`config.mk`:
```
export PLATFORM = sky130hd
export DESIGN_NAME = shift_reg_n
export DESIGN_NICKNAME = d
export VERILOG_FILES = /design/src/rtl/shift_reg_pkg.sv /design/src/rtl/shift_counter.sv /design/src/rtl/shift_reg_n.sv
export SDC_FILE = /design/constraint.sdc
export NUM_CORES = 1
export LEC_CHECK = 0
export CAP_MARGIN = 10
export CORE_UTILIZATION = 43
export DETAILED_ROUTE_END_ITERATION = 12
export PLACE_DENSITY = 0.84
export SYNTH_ARGS = -nofsm -noshare
export SYNTH_HDL_FRONTEND = slang
export SYNTH_SLANG_ARGS = --single-unit
```
`constraint.sdc`:
```
create_clock -name Clk -period 1.9 [get_ports Clk]
set_input_delay 0.38 -clock Clk [delete_from_list [all_inputs] [get_ports Clk]]
set_output_delay 0.38 -clock Clk [all_outputs]
set_load 0.1 [all_outputs]
```
`src/rtl/shift_reg_pkg.sv`:
```
// Shared types and helpers for the multi-mode shift register and its counter.
package shift_reg_pkg;

   typedef enum logic {
      SHIFT_RIGHT = 1'b0,
      SHIFT_LEFT  = 1'b1
   } shift_dir_t;

   // Resolved operation for one clock edge after priority has been applied.
   typedef enum logic [1:0] {
      OP_HOLD,
      OP_SHIFT,
      OP_LOAD,
      OP_CLEAR
   } sr_op_t;

   function automatic int cnt_w(input int width);
      return $clog2(width + 1);
   endfunction

endpackage

```
`src/rtl/shift_counter.sv`:
```
// Saturating shift counter; Done is registered and tracks Count == MAX.
module shift_counter
   import shift_reg_pkg::*;
#(
   parameter int MAX  = 8,
   parameter bit STOP = 1'b1,
   parameter int CW   = cnt_w(MAX)
) (
   input  logic          Clk,
   input  logic          Reset,
   input  logic          Inc,
   input  logic          Zero,
   output logic [CW-1:0] Count,
   output logic          Done
);

   localparam logic [CW-1:0] MAX_C = CW'(MAX);

   logic [CW-1:0] count_q, count_d;
   logic          done_q, done_d;

   always_comb begin
      count_d = count_q;
      if (Zero) begin
         count_d = '0;
      end else if (Inc && !(STOP && done_q) && (count_q != MAX_C)) begin
         count_d = count_q + 1'b1;
      end
      // Computed from the next count so Done rises with the final shift.
      done_d = (count_d == MAX_C);
   end

   always_ff @(posedge Clk or posedge Reset) begin
      if (Reset) begin
         count_q <= '0;
         done_q  <= 1'b0;
      end else begin
         count_q <= count_d;
         done_q  <= done_d;
      end
   end

   assign Count = count_q;
   assign Done  = done_q;

endmodule

```
`src/rtl/shift_reg_n.sv`:
```
// N-bit multi-mode register: hold, load, clear, logical shift and rotate,
// with a built-in saturating shift counter for word serialisation.
module shift_reg_n
   import shift_reg_pkg::*;
#(
   parameter int               WIDTH        = 8,
   parameter logic [WIDTH-1:0] RESET_VAL    = '0,
   parameter int               SHIFT_LEN    = WIDTH,
   parameter bit               STOP_ON_DONE = 1'b1
) (
   input  logic                      Clk,
   input  logic                      Reset,
   input  logic                      Clear,
   input  logic                      Load,
   input  logic                      Shift,
   input  logic                      Dir,
   input  logic                      Rotate,
   input  logic                      Sin,
   input  logic [WIDTH-1:0]          D,
   output logic [WIDTH-1:0]          Q,
   output logic                      Sout,
   output logic [cnt_w(WIDTH)-1:0]   ShiftCount,
   output logic                      Done
);

   localparam int CW = cnt_w(WIDTH);

   logic [WIDTH-1:0] q_q, q_d;
   sr_op_t           op;
   shift_dir_t       dir;
   logic             exit_bit;
   logic             in_bit;

   assign dir      = shift_dir_t'(Dir);
   assign exit_bit = (dir == SHIFT_LEFT) ? q_q[WIDTH-1] : q_q[0];
   assign in_bit   = Rotate ? exit_bit : Sin;

   always_comb begin
      op = OP_HOLD;
      if (Clear) begin
         op = OP_CLEAR;
      end else if (Load) begin
         op = OP_LOAD;
      end else if (Shift && !(STOP_ON_DONE && Done)) begin
         op = OP_SHIFT;
      end
   end

   always_comb begin
      q_d = q_q;
      case (op)
         OP_CLEAR: q_d = RESET_VAL;
         OP_LOAD:  q_d = D;
         OP_SHIFT: begin
            if (dir == SHIFT_LEFT) begin
               q_d = {q_q[WIDTH-2:0], in_bit};
            end else begin
               q_d = {in_bit, q_q[WIDTH-1:1]};
            end
         end
         default:  q_d = q_q;
      endcase
   end

   always_ff @(posedge Clk or posedge Reset) begin
      if (Reset) begin
         q_q <= RESET_VAL;
      end else begin
         q_q <= q_d;
      end
   end

   shift_counter #(
      .MAX  (SHIFT_LEN),
      .STOP (STOP_ON_DONE),
      .CW   (CW)
   ) u_counter (
      .Clk   (Clk),
      .Reset (Reset),
      .Inc   (op == OP_SHIFT),
      .Zero  ((op == OP_CLEAR) || (op == OP_LOAD)),
      .Count (ShiftCount),
      .Done  (Done)
   );

   assign Q    = q_q;
   assign Sout = exit_bit;

endmodule

```
==> results of run 1 <==
[cell usage in the layout, fill, tap and decap left out, types with 2 or more instances in the layout]
cell type and n:
inv_1 6, a221oi_1 2, mux2i_1 7, clkbuf_4 3
mux2_2 3, o21ai_0 2, dfrtp_1 9, a211o_1 5
xnor2_1 2, dfrtp_2 3, buf_4 6, nor2_1 9
buf_12 14, ha_1 2, nand2_1 9, clkdlybuf4s50_1 15
a21oi_1 10
[stage by stage]
step / utilization, % / area [µm²] / TNS, ns / hold slack (ns)
6_report: 75.0 / 1320 / 0 / 0.411
3_3_place_gp: 73.5 / 1300 / 0 / 0.624
4_1_cts: 75.0 / 1320 / 0 / 0.425
5_1_grt: 75.0 / 1320 / 0 / 0.459
2_1_floorplan: - / 833 / -0.0697 / 0.257
3_5_place_dp: 73.5 / 1300 / 0 / 0.657
[state kept, by name, indices dropped and copies added (netlist names)]
name,count
u_counter.Done,1
u_counter.Count,4
Q,8
[logic make-up (layout without fill, tap and decap cells)]
| kind of cell | Yosys count | in the layout |
|---|---|---|
| AOI/OAI and AO/OA | 24 | 24 |
| xor gates and xnor gates | 3 | 3 |
| adders and majority gates | 2 | 2 |
| buffers and inverters | 12 | 45 |
| DFF | 13 | 13 |
| muxes | 10 | 10 |
| and+or+nand+nor | 24 | 24 |
[worst paths after layout]
check,to,slack [ns],cells after the start
worst max-delay path,Sout,0.1,3
worst min-delay path,Q[2],0.41,2
max in group asynchronous,u_counter.Count[0],1.12,2
min in group Clk,Q[7],0.65,3
worst min register to register,u_counter.Count[1],0.67,2
worst max register to register,u_counter.Done,0.16,4
[per-layer routing]
metal	global-route usage, %	share of wire (%)	vias to the layer above
li1	-	-	376
met1	29.8	40	367
met2	43.1	54	37
met3	2.38	5.6	3
met4	8.82	0.76	0
met5	0	0	-
[worst max-delay path, stage by stage]
cell,delay [ns]
clkdlybuf4s50_1,0.50
mux2_2,0.37
buf_12,0.17
[layout make-up]
cell class	count	area, µm²
fill	142	442
clock buffer	4	26.3
sequential	13	333
tap	25	31.3
inverter	6	22.5
multi-input combinational	63	434
timing repair buffer	35	475
[power by group through the flow]
stage,sequential (mW),clock (mW),combinational (mW)
after floorplan,0.403,0,0.0931
after global placement,0.317,0,0.295
after detailed placement,0.319,0,0.302
after CTS,0.313,0.179,0.302
after global routing,0.316,0.200,0.315
final,0.314,0.179,0.301
==> summary.md, run 1 <==
| Metric | Value |
|---|---|
| Compound-Gate Fraction of Synth Area | `20.0%` |
| Rows | `15` |
| IO buf count | `29` |
| Post_cts resized | `0` |
| Main synth FF type | `dfrtp_1` |
| Seq pwr share | `39.5%` |
| Sw frac | `37.2%` |
| Routed len/inst | `14.4 µm` |
| Root Driver | `clkbuf_4` |
| Worst-path fanout max | `2` |
| First-pass GRT wire length | `3.52 mm` |
| NumNets Final | `140` |
| Hold crit path type | `in2async` |
| Die width | `45.8 µm` |
| Initial Util | `46.8%` |
| Post-synth net total | `106` |
| Clk pin slew, worst setup/hold paths | `0.09 ns` |
| Max-Cap Viols | `0` |
| Cell count after synthesis | `88` |
| Grt ovf | `0` |
| Die height | `45.8 µm` |
| Post-Synth XOR/XNOR Area | `3.18%` |
| Sw power | `295 µW` |
| Largest net degree at the start of global routing | `17` |
| Vias in the first global route | `771` |
| Sequential share of the synthesized area | `39.4%` |
| Worst r2r src | `u_counter.Count[0]` |
| Drt total wl | `2.11 mm` |
| Asr flop ratio synth | `100%` |
| Slew @ Worst Pin | `0.487 ns` |
| Area delta synth->final | `60.2%` |
| Critical Path Start Type | `primary input` |
| Synth warn | `0` |
| Clk pwr share | `22.5%` |
| Hold_buf cts | `0` |
| Share of cells above drive strength 1 | `27.3%` |
| Total track usage | `24.1%` |
| Core ar. | `1760 µm²` |
| RSZ-0062 raised after global routing | `no` |
| Internal Power | `498 µW` |
| Cell Pwr Density | `600 nW/µm²` |
| Crit. Startpoint | `Dir` |
| Finished Layout Cells | `146` |
| CTS tree | `built` |
| Post-Route Skew | `0.00407 ns` |
| Max VDD drop | `0.475 mV` |
| Largest family of logic cells by synthesized area | `compound AO/OA/AOI/OAI gates` |
| Pwr Total | `793 µW` |
| HPWL Detailed | `1.66 mm` |
| Post-synth EDFFs | `0` |
| Max-slew headroom | `67.5%` |
| Highest clock rate | `0.555 GHz` |
| TritonCTS buffer count | `3` |
| Post-synthesis simple-gate area fraction | `13.8%` |
| Setup slack after layout | `0.0981 ns` |
| Synth top area cells | `dfrtp_1 (39%), mux2i_1 (8.5%), a21oi_1 (6.1%), a211o_1 (5.3%), nand2_1 (4.1%)` |
| Antenna Diode Count | `0` |
| Data required time at the worst endpoint | `1.52 ns` |
| Critical Path End Type | `output pin` |
| Netlist cell types | `28` |
| Routed vias/inst | `5.36` |
| Fin crit period | `1.80 ns` |
| Die ar. | `2100 µm²` |
| Post-synth top cells | `dfrtp_1 (13), a21oi_1 (10), nand2_1 (9), nor2_1 (9), mux2i_1 (7)` |
| Number of synthesized register bits | `13` |
| Htree depth | `1` |
| Adder-Cell Fraction of Synth Area | `3.03%` |
| Ports | `30` |
| Multiplexer area fraction after synthesis | `12.6%` |
| Pre-CTS setup slack | `0.0509 ns` |
| Sink Count | `13` |
| Final Slew Violations | `0` |
| Final hold viol count | `0` |
| Remaining antenna violation count | `0` |
| Yosys top cell area share | `39.4%` |
| GPL Wtd Cong | `0.780` |
| First-pass detailed-route iteration total | `6` |
| DP Cell Count | `142` |
| Status | `finished clean` |
| Post-CTS setup buffer count | `0` |
| WS Path Type | `in2out` |
| Synth area leader | `dfrtp_1` |
| Crit path DAT | `1.42 ns` |
| Period Utilization, post-route | `94.8%` |
| Initial DRC count | `17` |
| Cell Area, Synth | `826 µm²` |
| Final setup fails | `0` |
| Clk_lat worst skew | `0.28 ns` |
| Count leader, synth | `dfrtp_1` |
| Leak | `0.580 nW` |
| Antenna violations before repair | `0` |
| Maximum clock path buffer count | `2` |
| Mean post-synth cell area | `9.38 µm²` |
| Vias | `783` |
| Logic pwr share | `38.0%` |
| DRC | `0` |
(Power assumes the default switching activity.)
==> run 2: changes to the inputs <==
--- a/config.mk
+++ b/config.mk
@@ -6,9 +6,11 @@
 export NUM_CORES = 1
 export LEC_CHECK = 0
 export CAP_MARGIN = 10
-export CORE_UTILIZATION = 43
+export CORE_UTILIZATION = 44
 export DETAILED_ROUTE_END_ITERATION = 12
 export PLACE_DENSITY = 0.84
 export SYNTH_ARGS = -nofsm -noshare
 export SYNTH_HDL_FRONTEND = slang
+export SYNTH_HIERARCHICAL = 1
 export SYNTH_SLANG_ARGS = --single-unit
+export TNS_END_PERCENT = 5
==> constraint.sdc (replaced) <==
create_clock -name Clk -period 1.9 [get_ports Clk]
set_input_delay 0.38 -clock Clk [delete_from_list [all_inputs] [get_ports Clk]]
set_output_delay 0.38 -clock Clk [all_outputs]
set_load 0.05 [all_outputs]
==> summary.md, run 2 <==
| Metric | Value |
|---|---|
| Post-Route Skew | `0.00159 ns` |
| M1 wire length | `967 µm` |
| Synth area leader | `dfrtp_1` |
| Die height | `46.1 µm` |
| Setup TNS | `0 ns` |
| DP Cell Count | `144` |
| Adder-Cell Fraction of Synth Area | `2.93%` |
| DRC | `0` |
| Max VDD drop | `0.356 mV` |
| Core ar. | `1760 µm²` |
| Filler Cells Inserted | `144` |
| Total track usage | `22.2%` |
| Post-synthesis simple-gate area fraction | `16.5%` |
| Grt ovf | `0` |
| Die ar. | `2120 µm²` |
| GPL Wtd Cong | `0.867` |
| Htree depth | `1` |
| Sink Count | `13` |
| Number of synthesized register bits | `13` |
| Final Slew Violations | `0` |
| Post-Synth XOR/XNOR Area | `0%` |
| IO buf count | `29` |
| Die width | `46.1 µm` |
| Max-slew headroom | `57.0%` |
| Ports | `30` |
| Asr flop ratio synth | `100%` |
| Post-synth net total | `103` |
| Multiplexer area fraction after synthesis | `16.1%` |
| CTS tree | `built` |
| Post-synth top cells | `dfrtp_1 (13), inv_1 (7), mux2i_1 (7), mux2_2 (6), nand2_1 (6)` |
| Drt total wl | `2.28 mm` |
| Final setup fails | `0` |
| Slew @ Worst Pin | `0.629 ns` |
| Highest clock rate | `0.531 GHz` |
| Remaining antenna violation count | `0` |
| Critical Path Start Type | `primary input` |
| Data required time at the worst endpoint | `2.07 ns` |
| WS Path Type | `in2reg` |
| Sequential share of the synthesized area | `38.1%` |
| Compound-Gate Fraction of Synth Area | `20.5%` |
| Fin crit period | `1.88 ns` |
| Main synth FF type | `dfrtp_1` |
| Cell Pwr Density | `528 nW/µm²` |
| Post-synth EDFFs | `0` |
| WL met3 | `152 µm` |
| Placed inst area | `1190 µm²` |
| Pre-CTS setup slack | `-0.290 ns` |
| Initial DRC count | `25` |
| Netlist cell types | `34` |
| Root Driver | `clkbuf_4` |
| Mean post-synth cell area | `10.1 µm²` |
| Count leader, synth | `dfrtp_1` |
| Routed wire length on met2 | `1.14 mm` |
| Largest family of logic cells by synthesized area | `compound AO/OA/AOI/OAI gates` |
| Maximum clock path buffer count | `2` |
| Uppermost routed layer | `met4` |
| Clk pin slew, worst setup/hold paths | `0.08 ns` |
| Synth warn | `6` |
| Clk_lat worst skew | `0.27 ns` |
| Setup slack after layout | `0.0185 ns` |
| Period Utilization, post-route | `99.0%` |
| Synth top area cells | `dfrtp_1 (38%), mux2i_1 (8.2%), mux2_2 (7.9%), o2bb2ai_1 (5.1%), inv_1 (3.1%)` |
| Share of cells above drive strength 1 | `35.5%` |
| TritonCTS buffer count | `3` |
| Commonest cells after routing, fill and taps aside | `buf_4 (24), clkdlybuf4s50_1 (13), dfrtp_1 (11), mux2i_1 (7)` |
| Most common cell after layout, fill and taps aside | `buf_4` |
| Crit path DAT | `2.05 ns` |
| Yosys top cell area share | `38.1%` |
| NumNets Final | `143` |
| Finished Cell Area | `1270 µm²` |
| First-pass GRT wire length | `3.26 mm` |
| Max-Cap Viols | `0` |
| Vias in the first global route | `747` |
| Pwr Total | `671 µW` |
| HPWL Detailed | `1.57 mm` |
| Status | `finished clean` |
| Leak | `0.591 nW` |
| Vias | `833` |
| Critical Path End Type | `flop` |
| First-pass detailed-route iteration total | `4` |
| Cell Area, Synth | `855 µm²` |
| Rows | `15` |
| Area delta synth->final | `48.6%` |
| Hold crit path type | `in2async` |
| Max FFs per register | `8` |
| Antenna Diode Count | `0` |
| Routed vias/inst | `5.59` |
| Final hold viol count | `0` |
| Finished Layout Cells | `149` |
| Routed len/inst | `15.3 µm` |
| Worst-path fanout max | `5` |
| Initial Util | `48.4%` |
| Antenna violations before repair | `0` |
| Largest net degree at the start of global routing | `11` |
| Cell count after synthesis | `85` |
## run 2: cell count changes after synthesis, sizes merged, moves of 3 or more
cell and delta:
mux2 +3, nor2 -6, a211o -4, a21oi -7
nand2 -3, buf -3, o2bb2ai +5
## run 2: logic make-up after synthesis
family                     count (synthesis)
DFF                                       13
muxes                                     13
AOI/OAI and AO/OA                         21
adders and majority gates                  2
and+or+nand+nor                           25
buffers and inverters                     11
## run 2: path summary, 6_finish.rpt
check                                     end  slack, ns  cells after the start                from
min                        u_counter/Count[3]       0.34                      2               Reset
min in group Clk                         Q[1]       0.59                      1                Q[1]
max in group asynchronous                Q[1]       1.29                      2               Reset
max reg2reg                    u_counter/Done       0.10                      5  u_counter/Count[0]
max                            u_counter/Done       0.02                      6               Shift
min reg2reg                              Q[1]       0.59                      1                Q[1]
## run 2: layer usage
metal  GRT usage, %  vias up
li1               -      390
met1           30.4      406
met2           34.1       33
met3           4.71        4
met4           8.82        0
met5              0        -
## run 2: final cells by class
class / instances / area [µm²] / share of cell area (%)
Multi-Input combinational cell: 61 / 520 / 41.0
Timing Repair Buffer: 39 / 335 / 26.4
Sequential cell: 13 / 328 / 25.8
Inverter: 7 / 28.8 / 2.27
Tap cell: 25 / 31.3 / 2.46
Clock buffer: 4 / 26.3 / 2.07
## run 2: critical path, cell delays in order
cell             delay [ns]
clkdlybuf4s50_1        0.48
or4b_4                 0.49
inv_4                  0.08
nor2b_4                0.19
a311o_1                0.25
o2bb2a_4               0.18
## run 2: repair_timing
| item | in CTS | in global routing |
|---|---|---|
| setup endpoints to repair | 1 | 2 |
| hold buffers | 0 | 0 |
| pin swaps | 0 | 3 |
| setup buffers | 1 | 0 |
| gates resized for setup | 0 | 9 |
## run 2: power breakdown
part / switching [mW] / internal, mW / total (mW)
logic: 0.108 / 0.0879 / 0.196
registers: 0.0146 / 0.289 / 0.303
clock network: 0.0897 / 0.0814 / 0.171
total: 0.213 / 0.458 / 0.671
## run 2: stage by stage
stage,hold WS (ns),util [%]
6_report,0.340,72.0
5_1_grt,0.362,72.0
4_1_cts,0.338,69.6
3_5_place_dp,0.569,67.7
3_3_place_gp,0.556,67.7
2_1_floorplan,0.158,-
